$ cat src/rtl/serial_adder_pkg.sv
// Shared types and constants for the bit-serial adder.
// Holds the FSM state encoding and counter-width helpers.
package serial_adder_pkg;

    typedef enum logic [1:0] {
        IDLE = 2'd0,
        RUN  = 2'd1,
        DONE = 2'd2
    } state_t;

    localparam int WIDTH_DEF = 8;
    localparam int CNT_W     = $clog2(WIDTH_DEF);

    // Bit-counter width for a given operand width (WIDTH >= 2).
    function automatic int cnt_width(input int w);
        return (w < 2) ? 1 : $clog2(w);
    endfunction

endpackage

$ cat src/rtl/serial_adder_fulladder.sv
// Combinational one-bit full adder cell used as the serial datapath.
// Ports: sum/carry out; op1/op2/op3 in.
module fullAdder (
    output logic sum,
    output logic carry,
    input  logic op1,
    input  logic op2,
    input  logic op3
);

    assign sum   = op1 ^ op2 ^ op3;
    assign carry = (op1 & op2) | (op1 & op3) | (op2 & op3);

endmodule

$ cat src/rtl/serial_adder.sv
// Bit-serial WIDTH-bit adder: parallel load, LSB-first add, parallel result.
// Ports: clk, rst_n, start, a, b, cin in; busy, done, sum, cout out.
module serial_adder
    import serial_adder_pkg::*;
#(
    parameter int WIDTH = WIDTH_DEF
) (
    input  logic             clk,
    input  logic             rst_n,
    input  logic             start,
    input  logic [WIDTH-1:0] a,
    input  logic [WIDTH-1:0] b,
    input  logic             cin,
    output logic             busy,
    output logic             done,
    output logic [WIDTH-1:0] sum,
    output logic             cout
);

    localparam int CW = cnt_width(WIDTH);

    state_t           state;
    state_t           state_nx;
    logic [WIDTH-1:0] a_sh;
    logic [WIDTH-1:0] b_sh;
    logic [WIDTH-2:0] r_sh;
    logic             carry;
    logic [CW-1:0]    cnt;

    logic             fa_s;
    logic             fa_c;
    logic             load;
    logic             last;
    logic [WIDTH-1:0] r_nx;

    fullAdder u_fa (
        .sum   (fa_s),
        .carry (fa_c),
        .op1   (a_sh[0]),
        .op2   (b_sh[0]),
        .op3   (carry)
    );

    // start is only honoured when no add is in flight.
    assign load = start & ((state == IDLE) | (state == DONE));
    assign last = (state == RUN) & (cnt == CW'(WIDTH - 1));

    // New bit enters at the MSB; the oldest partial bit drops out
    // of r_sh but lands in sum[0] on the completing edge.
    assign r_nx = {fa_s, r_sh};

    always_ff @(posedge clk or negedge rst_n) begin
        if (!rst_n) begin
            state <= IDLE;
        end else begin
            state <= state_nx;
        end
    end

    always_comb begin
        state_nx = state;
        unique case (state)
            IDLE: begin
                if (start) state_nx = RUN;
            end
            RUN: begin
                if (last) state_nx = DONE;
            end
            DONE: begin
                state_nx = start ? RUN : IDLE;
            end
            default: begin
                state_nx = IDLE;
            end
        endcase
    end

    always_comb begin
        busy = (state == RUN);
        done = (state == DONE);
    end

    always_ff @(posedge clk or negedge rst_n) begin
        if (!rst_n) begin
            a_sh  <= '0;
            b_sh  <= '0;
            r_sh  <= '0;
            carry <= 1'b0;
            cnt   <= '0;
            sum   <= '0;
            cout  <= 1'b0;
        end else if (load) begin
            a_sh  <= a;
            b_sh  <= b;
            carry <= cin;
            cnt   <= '0;
        end else if (state == RUN) begin
            a_sh  <= {1'b0, a_sh[WIDTH-1:1]};
            b_sh  <= {1'b0, b_sh[WIDTH-1:1]};
            r_sh  <= r_nx[WIDTH-1:1];
            carry <= fa_c;
            cnt   <= cnt + CW'(1);
            if (last) begin
                sum  <= r_nx;
                cout <= fa_c;
            end
        end
    end

endmodule

$ cat config.mk
export PLATFORM = sky130hd
export DESIGN_NAME = serial_adder
export DESIGN_NICKNAME = d
export VERILOG_FILES = /design/src/rtl/serial_adder_pkg.sv /design/src/rtl/serial_adder_fulladder.sv /design/src/rtl/serial_adder.sv
export SDC_FILE = /design/constraint.sdc
export NUM_CORES = 1
export LEC_CHECK = 0
export CORE_UTILIZATION = 55
export CTS_BUF_LIST = sky130_fd_sc_hd__clkbuf_8
export CTS_CLUSTER_DIAMETER = 40
export DETAILED_ROUTE_END_ITERATION = 8
export DONT_BUFFER_PORTS = 1
export MAX_ROUTING_LAYER = met4
export PLACE_DENSITY = 0.7
export SLEW_MARGIN = 20
export SYNTH_ARGS = -nofsm -noshare
export SYNTH_HDL_FRONTEND = slang
export SYNTH_SLANG_ARGS = --single-unit
$ cat constraint.sdc
create_clock -name clk -period 2.7 [get_ports clk]
set_clock_uncertainty 0.15 [all_clocks]
set_input_delay 0.54 -clock clk [delete_from_list [all_inputs] [get_ports clk]]
set_output_delay 0.54 -clock clk [all_outputs]
set_load 0.05 [all_outputs]
==> After elaboration in Yosys (flattened, before gate mapping) <==
Cells that the tools add are included.
Widths: inputs -> output; s select.
{ "word_totals": {"ff_bits": 38, "inputBits": 20, "output_inout_bits": 11, "wordCells": 42} }
{ "classes": {"n_addsub": 1, "n_eq_ne": 5, "mux": 12, "n_bitwise": 11, "n_reduce_logical": 5} }
{ "ops": {"columns": ["cell", "count"], "rows": [
  ["$mux 8", 4],
  ["$mux 3", 2],
  ["$pmux 2 s3", 1],
  ["$and 1x1->1", 5],
  ["$mux 2", 2],
  ["$reduce_and 2->1", 2],
  ["$add 3x1->3 const B", 1],
  ["$eq 3x3->1 const B", 1],
  ["$mux 1", 3],
  ["$or 1x1->1", 3],
  ["$reduce_and 3->1", 1],
  ["$eq 2x1->1 const B", 1],
  ["$eq 2x2->1 const B", 1],
  ["$logic_not 2->1", 1],
  ["$ne 2x1->1 const B", 1],
  ["$ne 2x2->1 const B", 1],
  ["$reduce_bool 2->1", 1],
  ["$xor 1x1->1", 2],
  ["$not 1->1", 1]
]} }

==> Longest topological paths before layout <==
{ "logic_depth": {"depth_word": 5, "mapped_depth": 7, "mapped_depth_nobuf": 5} }

==> Modules after synthesis <==
Synthesis repeated with hierarchy kept, for this count alone.
{ "hier_totals": {"hier_cells": 134, "area_unflattened_um2": 1934.4} }
{ "by_module_without_submodules": {"columns": ["mod", "n_inst", "cells_per_inst", "area_each_um2", "seq_area_each_um2"], "rows": [
  ["serial_adder", 1, 133, 1914.3, 950.9],
  ["fullAdder", 1, 1, 20.0, 0.0]
]} }

==> Worst setup path after synthesis <==
Ideal clock, no wire load.
{ "synth_path": {"kind": "reg-to-output", "from": "register state[0]", "to": "output done", "t_arrival_ns": 1.367, "required_time_ns": 2.010, "slack_ns": 0.643, "path_stages_with_launch": 4, "path_buffers": 2, "path_cell_list": "dfrtp_1 -> buf_6 -> clkbuf_1 -> nor2b_1"} }
{ "synth_via": {"elab_chain_cells": 1} }
{ "synth_rtl": {"columns": ["element", "line_no", "text"], "rows": [
  ["start: declaration", "serial_adder.sv:22", "state_t state;"],
  ["start signal: assignment", "serial_adder.sv:56", "state <= state_nx;"],
  ["$eq 2x2->1", "serial_adder.sv:80", "done = (state == DONE);"],
  ["end: declaration", "serial_adder.sv:15", "output logic done,"]
]} }
Every way passes these cells.

==> Final worst setup path <==
{ "layout_path": {"from": "register state[1]", "to": "output busy"} }
{ "layout_via": {"elab_chain_cells": 1} }
{ "layout_rtl": {"columns": ["element", "line_no", "text"], "rows": [
  ["$eq 2x1->1", "serial_adder.sv:79", "busy = (state == RUN);"],
  ["end: declaration", "serial_adder.sv:14", "output logic busy,"]
]} }
Every way passes these cells.

==> results.cfg <==
[global_routing]
grt_pass1_wl_mm = 5.33
grt_use_met2_pct = 31.7
grt_max_degree = 39
grt_usage_pct = 22.3
grt_busiest_layer = met2
use_met3_pct = 8.26
grt-ovfl-total = 0
use_met1_pct = 28.7
antenna_found_initial = 0
grt_pass1_vias = 1124

[floorplan]
core-area_um2 = 3030
initial_core_util_pct = 57.3
rows = 20
io_pins = 31
die_height_um = 58.2
chipWidth_um = 58.2
die_area_um2 = 3380

[synthesis]
yosysWarnings = 0
synth_top_family_by_area = simple AND/OR/NAND/NOR gates
synth.net_count = 180
syn_inst = 157
synth_compound_area_share_pct = 11.8
syn_area_um2 = 1730
synth-seq-cells = 38
synth-simple-area-share_pct = 12.4
avgSynthCellArea_um2 = 11.0
synth_seq_area_share_pct = 54.8
synthMuxAreaShare_pct = 11.8
synthAdderAreaFrac_pct = 2.60
synth_xor_area_share_pct = 0.505
yosysUniqueCellTypes = 24

[placed_design]
port_buffers = 0
gp_congestion = 0.783
hpwl_mm = 2.09

[power]
power_density_nw_per_um2 = 1290
cellLeakagePower_nw = 0.877
power_w = 0.00243
ir_worst_vdd_uv = 604

[timing]
setup_viol = 0
finalCriticalPeriod_ns = 2.14
finalSetupTns_ns = 0
max_freq_ghz = 0.468
finalHoldViolCount = 0
drv_slew = 0
fin_crit_sh_pct = 79.1
worstMarginPinSlew_ns = 0.556
rsz0062_at_grt = false
slew_headroom_pct = 62.9

[clocking]
postCtsSetupBuffers = 0
clock-sinks = 38
cts-root-buf = clkbuf_8
tritoncts = yes
htreeDepth = 2
clkTransAtPathRegs_ns = 0.08
cts_buffer_depth = 2
cts_made_buffers = 5
insertion_delay_ns = 0.29

[finish]
drive_gt1_share_pct = 17.4
final_common_cell = dfrtp_1
final_nets = 183
num_antenna_cells = 0
num-fill-cells = 246
syn2layout_area_growth_pct = 8.37
final_cell_mix = dfrtp_1, nand2_1, a21oi_1

[route]
wl_per_cell_um = 15.1
routed_wl_mm = 3.10
drc = 0
drt_pass1_iterations = 4
first_iter_violations = 43
vias = 1120
antenna_left = 0
vias_per_cell = 5.46

[critical_path]
worstRegToRegCells = 5
path_max_fanout = 13
r2r_start = state[1]$_DFFE_PN0P_
cp-startpoint = state[1]$_DFFE_PN0P_
critPathArrivalTime_ns = 1.45
cp.required_ns = 2.01
r2r_slack_ns = 0.67
critPathKind = reg -> out
worstSetupEndpoint = busy
cp-end-kind = primary output
reg2reg_to = sum[5]$_DFFE_PN0P_
critPathLaunchType = register

[flow_run]
maxCapViolCount = 0

[min_path]
whs_path_depth = 1
hp-class = in -> reg

[outcome]
status = finished clean
[sequential cells by signal, summed over array words and instances (netlist names)]
register and cells:
b_sh 8, cnt 3, cout 1, a_sh 8, r_sh 7, sum 8, state 2, carry 1
[worst min-delay path by stage]
stage | startpoint | to | slack, ns
after floorplan | rst_n | a_sh[0]$_DFFE_PN0P_ | 0.09
after global placement | rst_n | sum[2]$_DFFE_PN0P_ | 0.1
after detailed placement | rst_n | sum[2]$_DFFE_PN0P_ | 0.1
after CTS | start | cnt[2]$_DFFE_PN0P_ | 0.20
after global routing | start | cnt[2]$_DFFE_PN0P_ | 0.20
final | start | cnt[2]$_DFFE_PN0P_ | 0.20
[routing by layer]
| layer | share of wire (%) | wire [um] | vias to the layer above |
|---|---|---|---|
| met5 | 0 | 0 | - |
| li1 | - | - | 543 |
| met1 | 46 | 1440 | 548 |
| met2 | 48 | 1500 | 22 |
| met3 | 3.8 | 118 | 7 |
| met4 | 1.4 | 44 | 0 |
[kinds of logic (layout without fill, tap and decap cells)]
| logic type | after synthesis | after routing |
|---|---|---|
| multiplexers | 19 | 19 |
| AND/OR/NAND/NOR | 42 | 42 |
| flip-flops | 38 | 38 |
| XOR/XNOR | 1 | 1 |
| adder cells (fa/ha/maj) | 3 | 3 |
| AO/OA/AOI/OAI | 34 | 34 |
| buffers and inverters | 20 | 24 |
[cell usage after synthesis]
cell | instances | area [um2]
nand2b_1 | 4 | 25.0
o21ai_0 | 6 | 30.0
mux2i_1 | 8 | 80.1
buf_6 | 3 | 33.8
and2_4 | 1 | 8.76
a221o_1 | 2 | 20.0
buf_2 | 4 | 20.0
inv_1 | 9 | 33.8
and3b_1 | 2 | 17.5
mux2_2 | 11 | 124
nor2b_1 | 7 | 43.8
dfrtp_1 | 38 | 951
nand2b_4 | 1 | 13.8
nand2_1 | 24 | 90.1
a211oi_1 | 6 | 45.0
nand2_2 | 1 | 6.26
clkbuf_1 | 3 | 11.3
nand3_1 | 2 | 10.0
fa_1 | 1 | 20.0
o22ai_1 | 7 | 43.8
buf_4 | 1 | 7.51
a21oi_1 | 13 | 65.1
ha_1 | 2 | 25.0
xnor2_1 | 1 | 8.76
[cell type report]
type | count | area, um2 | area share [%]
clock inverter | 2 | 12.5 | 0.666
timing repair buffer | 7 | 67.6 | 3.60
multi-input combinational | 99 | 677 | 36.0
clock buffer | 6 | 82.6 | 4.39
sequential | 38 | 951 | 50.6
tap | 44 | 55.1 | 2.93
inverter | 9 | 33.8 | 1.80
[worst max-delay path, cell delays in order (launching register included)]
cell	delay (ns)
dfrtp_1	0.36
buf_4	0.19
nand2b_1	0.17
inv_1	0.43
[per-stage QoR]
step | std cells | hold WS (ns) | util [%] | worst slack [ns] | area, um2
finish | 205 | 0.204 | 62.1 | 0.565 | 1880
global route | 205 | 0.201 | 62.1 | 0.495 | 1880
CTS | 205 | 0.196 | 62.1 | 0.552 | 1880
global placement | 195 | 0.0952 | 57.9 | 0.689 | 1750
detailed placement | 195 | 0.0953 | 57.9 | 0.662 | 1750
floorplan | 157 | 0.0944 | - | 0.643 | 1730
[power breakdown]
part / switching (W) / internal [W] / total (W)
Sequential: 0.000405 / 0.000829 / 0.00123
Combinational: 0.000408 / 0.000374 / 0.000782
Clock: 0.000204 / 0.000205 / 0.000409
[timing repair]
| item | CTS | global route |
|---|---|---|
| hold endpoints to repair | 38 | 0 |
| hold buffers | 2 | 0 |
| gates resized for setup | 0 | 0 |
(Power assumes the default switching activity.)
